<file path="config.mk">
export PLATFORM = sky130hd
export DESIGN_NAME = load_store_unit
export DESIGN_NICKNAME = d
export VERILOG_FILES = /design/src/rtl/load_store_unit.sv
export SDC_FILE = /design/constraint.sdc
export NUM_CORES = 1
export LEC_CHECK = 0
export BUFFER_PORTS_ARGS = -buffer_cell sky130_fd_sc_hd__buf_4
export CAP_MARGIN = 10
export CORE_ASPECT_RATIO = 2
export CORE_MARGIN = 2
export CORE_UTILIZATION = 54
export DETAILED_ROUTE_END_ITERATION = 8
export PLACE_DENSITY = 0.87
export SYNTH_ARGS = -nofsm -noshare
export SYNTH_HDL_FRONTEND = slang
export SYNTH_SLANG_ARGS = --single-unit
</file>
<file path="constraint.sdc">
create_clock -name clk -period 2.9 [get_ports clk]
set_input_delay 0.58 -clock clk [delete_from_list [all_inputs] [get_ports clk]]
set_output_delay 0.58 -clock clk [all_outputs]
set_load 0.02 [all_outputs]
</file>
<file path="src/rtl/load_store_unit.sv">
// Load/store unit: sequences one aligned 32-bit data-memory access
// over a req/gnt/rvalid bus and extends load results to 32 bits.
// Ports: pipeline side start_i, mem_read_i, mem_write_i, read_size_i,
// read_signed_i, addr_i, store_data_i -> busy_o, done_o, err_o,
// load_data_o; bus side mem_req_o, mem_we_o, mem_addr_o, mem_be_o,
// mem_wdata_o <- mem_gnt_i, mem_rvalid_i, mem_rdata_i.
// Optional: define LSU_TIMEOUT_EN to enable a gnt/rvalid watchdog
// that faults after TIMEOUT_CYCLES cycles in REQ or WAIT_RD.
module load_store_unit #(
    parameter int TIMEOUT_CYCLES = 255
) (
    input  logic        clk,
    input  logic        rst_n,
    input  logic        start_i,
    input  logic        mem_read_i,
    input  logic [3:0]  mem_write_i,
    input  logic [1:0]  read_size_i,
    input  logic        read_signed_i,
    input  logic [31:0] addr_i,
    input  logic [31:0] store_data_i,
    output logic        mem_req_o,
    output logic        mem_we_o,
    output logic [31:0] mem_addr_o,
    output logic [3:0]  mem_be_o,
    output logic [31:0] mem_wdata_o,
    input  logic        mem_gnt_i,
    input  logic        mem_rvalid_i,
    input  logic [31:0] mem_rdata_i,
    output logic        busy_o,
    output logic        done_o,
    output logic [31:0] load_data_o,
    output logic        err_o
);

    typedef enum logic [2:0] {
        IDLE, REQ, WAIT_RD, DONE, FAULT
    } state_t;

    state_t      state, state_nxt;
    logic        we_q;
    logic [1:0]  size_q;
    logic        sgn_q;
    logic [1:0]  off_q;
    logic [31:0] addr_q;
    logic [3:0]  be_q;
    logic [31:0] wdata_q;
    logic [31:0] load_q;

    logic [1:0]  req_size;
    logic        illegal;
    logic        misaligned;
    logic [3:0]  mask;
    logic [3:0]  be;
    logic [31:0] wdata;
    logic [31:0] lane;
    logic [31:0] ext;
    logic        wd_expired;

    // Access size comes from the write mask for stores, else read_size_i.
    always_comb begin
        req_size = read_size_i;
        illegal  = 1'b0;
        unique case (mem_write_i)
            4'b0000: ;
            4'b0001: req_size = 2'd0;
            4'b0011: req_size = 2'd1;
            4'b1111: req_size = 2'd2;
            default: illegal = 1'b1;
        endcase
        if (mem_read_i && mem_write_i != 4'b0000)
            illegal = 1'b1;
        if (!mem_read_i && mem_write_i == 4'b0000)
            illegal = 1'b1;
        if (mem_read_i && read_size_i == 2'd3)
            illegal = 1'b1;
        misaligned = (req_size == 2'd1 && addr_i[0]) ||
                     (req_size == 2'd2 && addr_i[1:0] != 2'b00);
    end

    always_comb begin
        mask  = 4'b1111;
        wdata = store_data_i;
        unique case (req_size)
            2'd0: begin
                mask  = 4'b0001;
                wdata = {4{store_data_i[7:0]}};
            end
            2'd1: begin
                mask  = 4'b0011;
                wdata = {2{store_data_i[15:0]}};
            end
            default: ;
        endcase
        be = mask << addr_i[1:0];
    end

    // Legal halves sit at offset 0 or 2, so one byte shift covers both.
    always_comb begin
        lane = mem_rdata_i >> {off_q, 3'b000};
        ext  = lane;
        unique case (size_q)
            2'd0: ext = {{24{sgn_q & lane[7]}}, lane[7:0]};
            2'd1: ext = {{16{sgn_q & lane[15]}}, lane[15:0]};
            default: ;
        endcase
    end

`ifdef LSU_TIMEOUT_EN
    localparam int CW = ($clog2(TIMEOUT_CYCLES + 1) > 8) ?
                        $clog2(TIMEOUT_CYCLES + 1) : 8;
    logic [CW-1:0] wd_q;
    logic          wd_run;
    logic          wd_enter;

    assign wd_run   = (state == REQ) || (state == WAIT_RD);
    assign wd_enter = (state_nxt == REQ && state != REQ) ||
                      (state_nxt == WAIT_RD && state != WAIT_RD);

    always_ff @(posedge clk or negedge rst_n) begin
        if (!rst_n)
            wd_q <= '0;
        else if (wd_enter)
            wd_q <= '0;
        else if (wd_run)
            wd_q <= wd_q + 1'b1;
    end

    // Counter holds k-1 during the k-th waiting cycle.
    assign wd_expired = wd_run && (wd_q == CW'(TIMEOUT_CYCLES - 1));
`else
    assign wd_expired = 1'b0;
`endif

    always_comb begin
        state_nxt = state;
        unique case (state)
            IDLE:
                if (start_i)
                    state_nxt = (illegal || misaligned) ? FAULT : REQ;
            REQ:
                if (mem_gnt_i)
                    state_nxt = we_q ? DONE : WAIT_RD;
                else if (wd_expired)
                    state_nxt = FAULT;
            WAIT_RD:
                if (mem_rvalid_i)
                    state_nxt = DONE;
                else if (wd_expired)
                    state_nxt = FAULT;
            DONE:    state_nxt = IDLE;
            FAULT:   state_nxt = IDLE;
            default: state_nxt = IDLE;
        endcase
    end

    always_ff @(posedge clk or negedge rst_n) begin
        if (!rst_n) begin
            state   <= IDLE;
            we_q    <= 1'b0;
            size_q  <= 2'd0;
            sgn_q   <= 1'b0;
            off_q   <= 2'd0;
            addr_q  <= '0;
            be_q    <= '0;
            wdata_q <= '0;
            load_q  <= '0;
        end else begin
            state <= state_nxt;
            if (state == IDLE && start_i) begin
                we_q    <= !mem_read_i;
                size_q  <= req_size;
                sgn_q   <= read_signed_i;
                off_q   <= addr_i[1:0];
                addr_q  <= {addr_i[31:2], 2'b00};
                be_q    <= be;
                wdata_q <= wdata;
            end
            if (state == WAIT_RD && mem_rvalid_i)
                load_q <= ext;
        end
    end

    // Bus fields are only driven while a request is outstanding.
    assign mem_req_o   = (state == REQ);
    assign mem_we_o    = mem_req_o & we_q;
    assign mem_addr_o  = mem_req_o ? addr_q : '0;
    assign mem_be_o    = mem_req_o ? be_q : '0;
    assign mem_wdata_o = mem_req_o ? wdata_q : '0;

    assign busy_o      = (state == IDLE) ? start_i :
                         (state == REQ || state == WAIT_RD);
    assign done_o      = (state == DONE) || (state == FAULT);
    assign err_o       = (state == FAULT);
    assign load_data_o = load_q;

endmodule

</file>
## Word-level counts from Yosys, hierarchy flattened

Cells that the tools add are included.

- Add/subtract/negate cells: 0
- Multipliers: 0
- Divide/modulo/power cells: 0
- Magnitude comparators: 0
- Equal/unequal tests: 14
- Shift-type cells: 2
- Mux-type cells: 18
- Bitwise logic cells: 3
- Reduce and logical (&&, ||, !) cells: 20

Operators with widths:

| operator | number |
|---|---|
| 32-bit case mux with 2 select lines | 2 |
| 32-bit 2-to-1 mux | 2 |
| 32-bit by 5-bit right shift with 32-bit output | 1 |
| 3-bit 2-to-1 mux | 4 |
| 3-bit case mux with 3 select lines | 1 |
| 4-bit case mux with 2 select lines | 1 |
| 1-bit logical AND | 7 |
| 3-bit by 2-bit equality test with 1-bit output, second input constant | 2 |
| 1-bit 2-to-1 mux | 6 |
| 2-bit case mux with 3 select lines | 1 |
| 2-bit by 1-bit equality test with 1-bit output, second input constant | 2 |
| 2-bit equality test, second input constant | 2 |
| 4-bit by 1-bit equality test with 1-bit output, second input constant | 1 |
| 4-bit by 2-bit equality test with 1-bit output, second input constant | 1 |
| 4-bit equality test, second input constant | 1 |
| 2-bit zero test | 2 |
| 4-bit zero test | 1 |
| 1-bit logical OR | 4 |
| 4-bit 2-to-1 mux | 1 |
| 2-bit != test, second input constant | 2 |
| 4-bit nonzero test | 1 |
| 4-bit OR reduction | 1 |
| 4-bit by 2-bit left shift with 4-bit output | 1 |
| 1-bit bitwise AND | 3 |
| 7 further kinds | 7 |

- Flip-flop bits (word level): 107
- Bits in latches: 0
- Memory bits (writable): 0
- ROM bits: 0
- Bits of input ports: 109
- Output and inout bits: 105
- Logic and storage cells: 66
- Memories kept: 0

## Longest topological paths before layout

Gate-level depths: netlist of run 1.

- Word-level depth: 10
- Depth in mapped cells: 6

## Worst setup path before layout of run 1

OpenSTA, ideal clock, no wires.

- Path type: register to output
- Start point: register state[1]
- End point: output mem_wdata_o[10]
- Data arrival time: 1.523 ns
- Data required time: 2.320 ns
- Setup slack: 0.797 ns
- Stages on the path, launching flop included: 6
- Buffers on the path: 2
- Cell sequence: dfrtp_1 > and2b_1 > and2b_1 > clkbuf_1 > clkbuf_1 > and2_1

- Word-level cells in the longest chain between the ends: 2

RTL lines:

| item | line | source |
|---|---|---|
| start: declaration | 39 | `state_t state, state_nxt;` |
| start signal: assignment | 168 | `state <= state_nxt;` |
| 3-bit by 1-bit equality test with 1-bit output | 184 | `assign mem_req_o = (state == REQ);` |
| 32-bit 2-to-1 mux | 188 | `assign mem_wdata_o = mem_req_o ? wdata_q : '0;` |
| end: declaration | 25 | `output logic [31:0] mem_wdata_o,` |

Every way passes these cells.

## Final worst setup path of run 1

- Start point: register state[1]
- End point: output mem_wdata_o[23]

Same word-level chain as after synthesis.

==> results.yml, run 1 <==
layout:
  layout-drive-gt1-share: 0.320
  fin_nets: 928
  multi_input_area_sq_um: 2800
  antennaDiodeCount: 0
  fill_cells: 824
  regArea_sq_um: 2680
  area_delta_synth_final_pct: 33.9
setup_path:
  crit_top_cell: "buf_4"
  r2r-start: "off_q[1]$_DFFE_PN0P_"
  slowest_delay_ns: 0.46
  setup.worst_path.class: "flop to primary output"
  cp_slowest_cell: "dfrtp_1"
  cp_data_arrival_time_ns: 2.04
  rrSetupSlack_ns: 0.90
  crit_path_max_fanout: 24
  cp_num_buf_inv: 2
  path_delay_family: "simple AND/OR/NAND/NOR gates"
  cp-start-kind: "flop"
  r2r-end: "load_data_o[29]$_DFFE_PN0P_"
  path_cells: "and2b_1, and2b_2, buf_4, and2_1, buf_4"
  cp-end-kind: "primary output"
  critPathRequiredTime_ns: 2.32
  rr_worst_depth: 5
clocking:
  clkTransAtPathRegs_ns: 0.07
  clock-sinks: 107
  cts_tree: "yes"
  post_cts_buffers: 0
  cts_buffers: 9
  insertion_delay_ns: 0.34
  clockRootBuffer: "clkbuf_16"
  ctsLongestPathBuffers: 2
  cts_resized: 0
  cts_hold_buffers: 0
  htreeDepth: 3
grt:
  use_met2: 0.543
  use_met1: 0.317
  grt.overflow.total: 0
  busiest_layer: "met2"
  gr-usage-all-layers: 0.296
  grt_pass1_vias: 5373
  antenna_found_initial: 0
  grt_pass1_wl_um: 26600
  met3_usage: 0.0410
  grt_max_degree: 55
yosys:
  ys_top_cells_by_area: "dfrtp_1, and2_1, nand2_1"
  yosys.area.top_type_share: 0.468
  synthFlopType: "dfrtp_1"
  avgSynthCellArea_sq_um: 9.18
  synth_top_area_cell: "dfrtp_1"
  synth-seq-area-share: 0.468
  synth_cells: 624
  synth_seq_cells: 107
  async_reset_ff_frac: 1.00
  synth.cell_area_sq_um: 5730
  yosysWarnings: 0
  ys_types: 52
  synth-edff-count: 0
timing:
  max-slew-margin-rel: 0.575
  rsz0062_at_grt: "no"
  min_period_ns: 2.62
  final_max_slew_viol_count: 0
  fin_setup_tns_ns: 0
  holdWs_ns: 0.173
  finalHoldViolCount: 0
  worst_slew_pin_slew_ns: 0.638
  skew_ns: 0.00922
  post-route-period-util: 0.902
  fmax_ghz: 0.382
  finalSetupViolCount: 0
detailed_routing:
  dr.pass1.iters: 5
  via_count: 5355
  initialDrtViolationCount: 281
  drt-vias-per-instance: 5.58
  antenna_left: 0
  wl_per_cell_um: 17.8
  totalWireLength_um: 17100
  drc: 0
power:
  ir_drop_v: 0.000545
  power_density_nw_per_um2: 968
  p_leak_nw: 3.85
floorplanning:
  rows: 53
  start_util: 0.550
  io_pins: 214
  dieHeight_um: 150
  die-area_sq_um: 11500
  die_x_um: 76.8
  core-area_sq_um: 10400
outcome:
  status: "completed"
worst_hold_path:
  hp-class: "input port to async pin"
job:
  maxCapViolCount: 0
placed_design:
  portBuffers: 211
  dp.final_hpwl_um: 13300
  gp_congestion: 0.958
==> cells in the mapped netlist, drive strengths merged, types with 3 or more instances <==
master  number
and2b        4
nand2b       3
a21oi       29
a211oi       8
buf         23
nor2b       10
a31o         3
o32a         8
and2        83
mux2         8
nand3b       4
o211ai       3
nor2        38
o21ai       40
and3         7
a31oi        9
o22a        17
dfrtp      107
clkbuf      18
nor3b        8
inv         11
nand2      133
mux2i       25
o21a         4
==> cell usage in the layout, fill, tap and decap left out, types with 2 or more instances in the layout <==
cell and count:
nand2_1 133, o31ai_1 2, and2_1 83, mux2i_1 25
a31oi_1 8, a211oi_1 8, o21a_1 4, buf_4 223
and2b_1 3, clkinvlp_4 3, nor3_1 2, clkbuf_16 9
conb_1 2, o22a_1 17, nand2b_1 3, and3_1 7
nand3b_1 4, a22o_1 2, inv_1 11, o21ai_0 35
a31o_2 3, o21ai_1 4, nor2_1 37, nor2b_1 9
clkbuf_1 2, a21oi_1 28, nor3b_1 8, dfrtp_1 107
o32a_1 8, mux2_2 8
==> final cells by class <==
| type | count | share of cell area |
|---|---|---|
| clock inverters | 4 | 0.00685 |
| inverters | 11 | 0.00538 |
| well taps | 137 | 0.0223 |
| flip-flops and latches | 107 | 0.349 |
| clock buffers | 11 | 0.0303 |
| repair buffers | 224 | 0.221 |
| multi-input cells | 466 | 0.365 |
==> flip-flops by register name, summed over array words and instances, names as in the netlist <==
| register | cells |
|---|---|
| state | 3 |
| sgn_q | 1 |
| addr_q | 30 |
| size_q | 2 |
| we_q | 1 |
| wdata_q | 32 |
| load_data_o | 32 |
| off_q | 2 |
| be_q | 4 |
==> logic make-up after synthesis <==
kind of cell / after synthesis / share of synthesized area
AND/OR/NAND/NOR: 301 / 0.265
multiplexers: 34 / 0.0634
buffers and inverters: 52 / 0.0443
flip-flops: 107 / 0.468
other: 1 / 0.000655
AO/OA/AOI/OAI: 129 / 0.159
==> how the worst max path moves through the flow <==
| stage | from | to | cells past startpoint | slack (ns) |
|---|---|---|---|---|
| after floorplan | state[1]$_DFFE_PN0P_ | mem_wdata_o[10] | 5 | 0.80 |
| after global placement | mem_write_i[1] | wdata_q[30]$_DFFE_PN0P_ | 5 | 0.74 |
| after detailed placement | state[1]$_DFFE_PN0P_ | mem_wdata_o[19] | 5 | 0.64 |
| after CTS | state[1]$_DFFE_PN0P_ | mem_wdata_o[19] | 5 | 0.28 |
| after global routing | state[1]$_DFFE_PN0P_ | mem_wdata_o[23] | 5 | 0.16 |
| final | state[1]$_DFFE_PN0P_ | mem_wdata_o[23] | 5 | 0.28 |
==> per-stage QoR <==
step	cells	area [sq um]	power, mW	setup slack [ns]	util
6_report	960	7670	7.42	0.285	0.737
3_5_place_dp	945	7380	6.27	0.642	0.709
4_1_cts	960	7670	7.46	0.283	0.737
3_3_place_gp	945	7380	6.12	0.738	0.709
2_1_floorplan	625	5730	4.88	0.797	-
5_1_grt	960	7670	7.87	0.157	0.737
==> power by group <==
group	leakage, nW	internal, mW	switching (mW)	total, mW
combinational	2.43	1.52	1.99	3.51
clock	0.128	0.665	0.513	1.18
sequential	1.28	2.23	0.504	2.73
==> routing by layer <==
metal / part of all wire / wire length [um] / vias to the layer above
li1: - / - / 2498
met1: 0.34 / 5880 / 2565
met2: 0.55 / 9410 / 236
met3: 0.053 / 902 / 56
met4: 0.053 / 898 / 0
met5: 0 / 0 / -
No activity file was read; power rests on OpenSTA's default activity.
==> run 2, diff against run 1 <==
--- a/config.mk
+++ b/config.mk
@@ -9,9 +9,10 @@
 export CAP_MARGIN = 10
 export CORE_ASPECT_RATIO = 2
 export CORE_MARGIN = 2
-export CORE_UTILIZATION = 54
+export CORE_UTILIZATION = 55
+export CTS_BUF_LIST = sky130_fd_sc_hd__clkbuf_2 sky130_fd_sc_hd__clkbuf_4 sky130_fd_sc_hd__clkbuf_8
 export DETAILED_ROUTE_END_ITERATION = 8
-export PLACE_DENSITY = 0.87
+export PLACE_DENSITY = 0.88
 export SYNTH_ARGS = -nofsm -noshare
 export SYNTH_HDL_FRONTEND = slang
 export SYNTH_SLANG_ARGS = --single-unit
==> run 2 against run 1 <==
  * Count of clock-buffer cells in the layout down 2
  * Critical endpoint is now mem_addr_o[26]
  * Critical path type unchanged
  * Worst setup slack gained 0.11 ns
  * Register-to-register slack about the same
  * Hold slack improved by 0.037 ns
  * Sequential share of layout area grew 0.18 points
  * Critical path depth unchanged
==> results.yml, run 2 (synthesis results as in run 1) <==
detailed_routing:
  antenna_left: 0
  dr.pass1.iters: 5
  totalWireLength_um: 17500
  drt-vias-per-instance: 5.63
  initialDrtViolationCount: 246
  via_count: 5378
  wl_per_cell_um: 18.3
  drc: 0
placed_design:
  gp_congestion: 0.907
  dp.final_hpwl_um: 13300
  dp_cells: 941
  portBuffers: 211
timing:
  rsz0062_at_grt: "no"
  fmax_ghz: 0.399
  finalSetupViolCount: 0
  max-slew-margin-rel: 0.565
  min_period_ns: 2.51
  finalHoldViolCount: 0
  worst_slew_pin_slew_ns: 0.648
  final_max_slew_viol_count: 0
  post-route-period-util: 0.865
  skew_ns: 0.0115
  holdWs_ns: 0.210
  fin_setup_tns_ns: 0
layout:
  regArea_sq_um: 2680
  layout_commonest_cell: "buf_4"
  final_cell_mix: "buf_4, nand2_1, dfrtp_1"
  area_delta_synth_final_pct: 33.2
  fin_nets: 926
  fin_cells: 955
  fill_cells: 780
  antennaDiodeCount: 0
  multi_input_area_sq_um: 2800
  layout-drive-gt1-share: 0.318
grt:
  grt.overflow.total: 0
  grt_pass1_vias: 5560
  grt_pass1_wl_um: 28000
  gr-usage-all-layers: 0.315
  grt_max_degree: 78
  antenna_found_initial: 0
setup_path:
  setup.worst_path.class: "flop to primary output"
  critPathRequiredTime_ns: 2.32
  cp-start-kind: "flop"
  cp-end-kind: "primary output"
  crit_path_max_fanout: 40
  cp_data_arrival_time_ns: 1.93
clocking:
  cts_resized: 0
  htreeDepth: 3
  clock-sinks: 107
  clockRootBuffer: "clkbuf_8"
  clkTransAtPathRegs_ns: 0.10
  cts_buffers: 9
  cts_hold_buffers: 0
  cts_tree: "yes"
  ctsLongestPathBuffers: 2
  insertion_delay_ns: 0.36
  post_cts_buffers: 0
power:
  p_leak_nw: 3.83
  power_density_nw_per_um2: 969
  ir_drop_v: 0.000568
floorplanning:
  dieHeight_um: 148
  die_x_um: 76.2
  start_util: 0.564
  rows: 52
  io_pins: 214
  die-area_sq_um: 11300
  core-area_sq_um: 10100
worst_hold_path:
  hp-class: "input port to async pin"
job:
  maxCapViolCount: 0
outcome:
  status: "completed"
==> run 2: cell count changes in the layout (fill, tap and decap cells not counted), sizes merged <==
cell	delta
clkbuf	-2
clkinvlp	-2
buf	-2
bufinv	+3
==> run 2: final timing paths <==
check	from	slack, ns	cells after the start	end
max in group asynchronous	rst_n	1.84	2	addr_q[6]$_DFFE_PN0P_
min in group clk	addr_i[17]	0.40	3	addr_q[17]$_DFFE_PN0P_
hold reg to reg	wdata_q[3]$_DFFE_PN0P_	0.48	2	wdata_q[3]$_DFFE_PN0P_
setup reg to reg	state[2]$_DFFE_PN0P_	0.90	4	wdata_q[29]$_DFFE_PN0P_
hold / removal	rst_n	0.21	1	load_data_o[30]$_DFFE_PN0P_
setup / recovery	state[1]$_DFFE_PN0P_	0.39	5	mem_addr_o[26]
==> run 2: area by class of cell <==
type / count / share of cell area
multi-input combinational: 466 / 0.367
tap: 135 / 0.0221
clock inverter: 5 / 0.0167
timing repair buffer: 222 / 0.222
inverter: 11 / 0.00541
clock buffer: 9 / 0.0162
sequential: 107 / 0.351
==> run 2: stage by stage <==
step | util | setup slack [ns] | total power, mW | area (sq um)
floorplan | - | 0.797 | 4.88 | 5730
global placement | 0.727 | 0.725 | 6.11 | 7380
detailed placement | 0.727 | 0.663 | 6.28 | 7380
CTS | 0.752 | 0.378 | 7.42 | 7630
global route | 0.752 | 0.227 | 7.85 | 7630
finish | 0.752 | 0.391 | 7.39 | 7630
==> run 2: where the power goes <==
group	switching (mW)	leakage, nW	total (mW)	internal [mW]
Sequential	0.511	1.28	2.73	2.22
Combinational	2.01	2.43	3.53	1.52
Clock	0.478	0.121	1.13	0.651
==> run 2: worst max-delay path: stages, from the launching register on <==
cell and delay (ns):
dfrtp_1 0.48, and2b_1 0.26, and2b_1 0.14, buf_4 0.31, and2_1 0.21, buf_4 0.15
==> run 2: layer usage <==
metal  global-route usage  up-vias  wire length (um)  part of all wire
met1                0.339     2555              5980              0.34
met3               0.0522       65              1020             0.058
li1                     -     2484                 -                 -
met2                0.571      274              9430              0.54
met5                    0        -                 0                 0
met4                0.194        0              1040             0.059
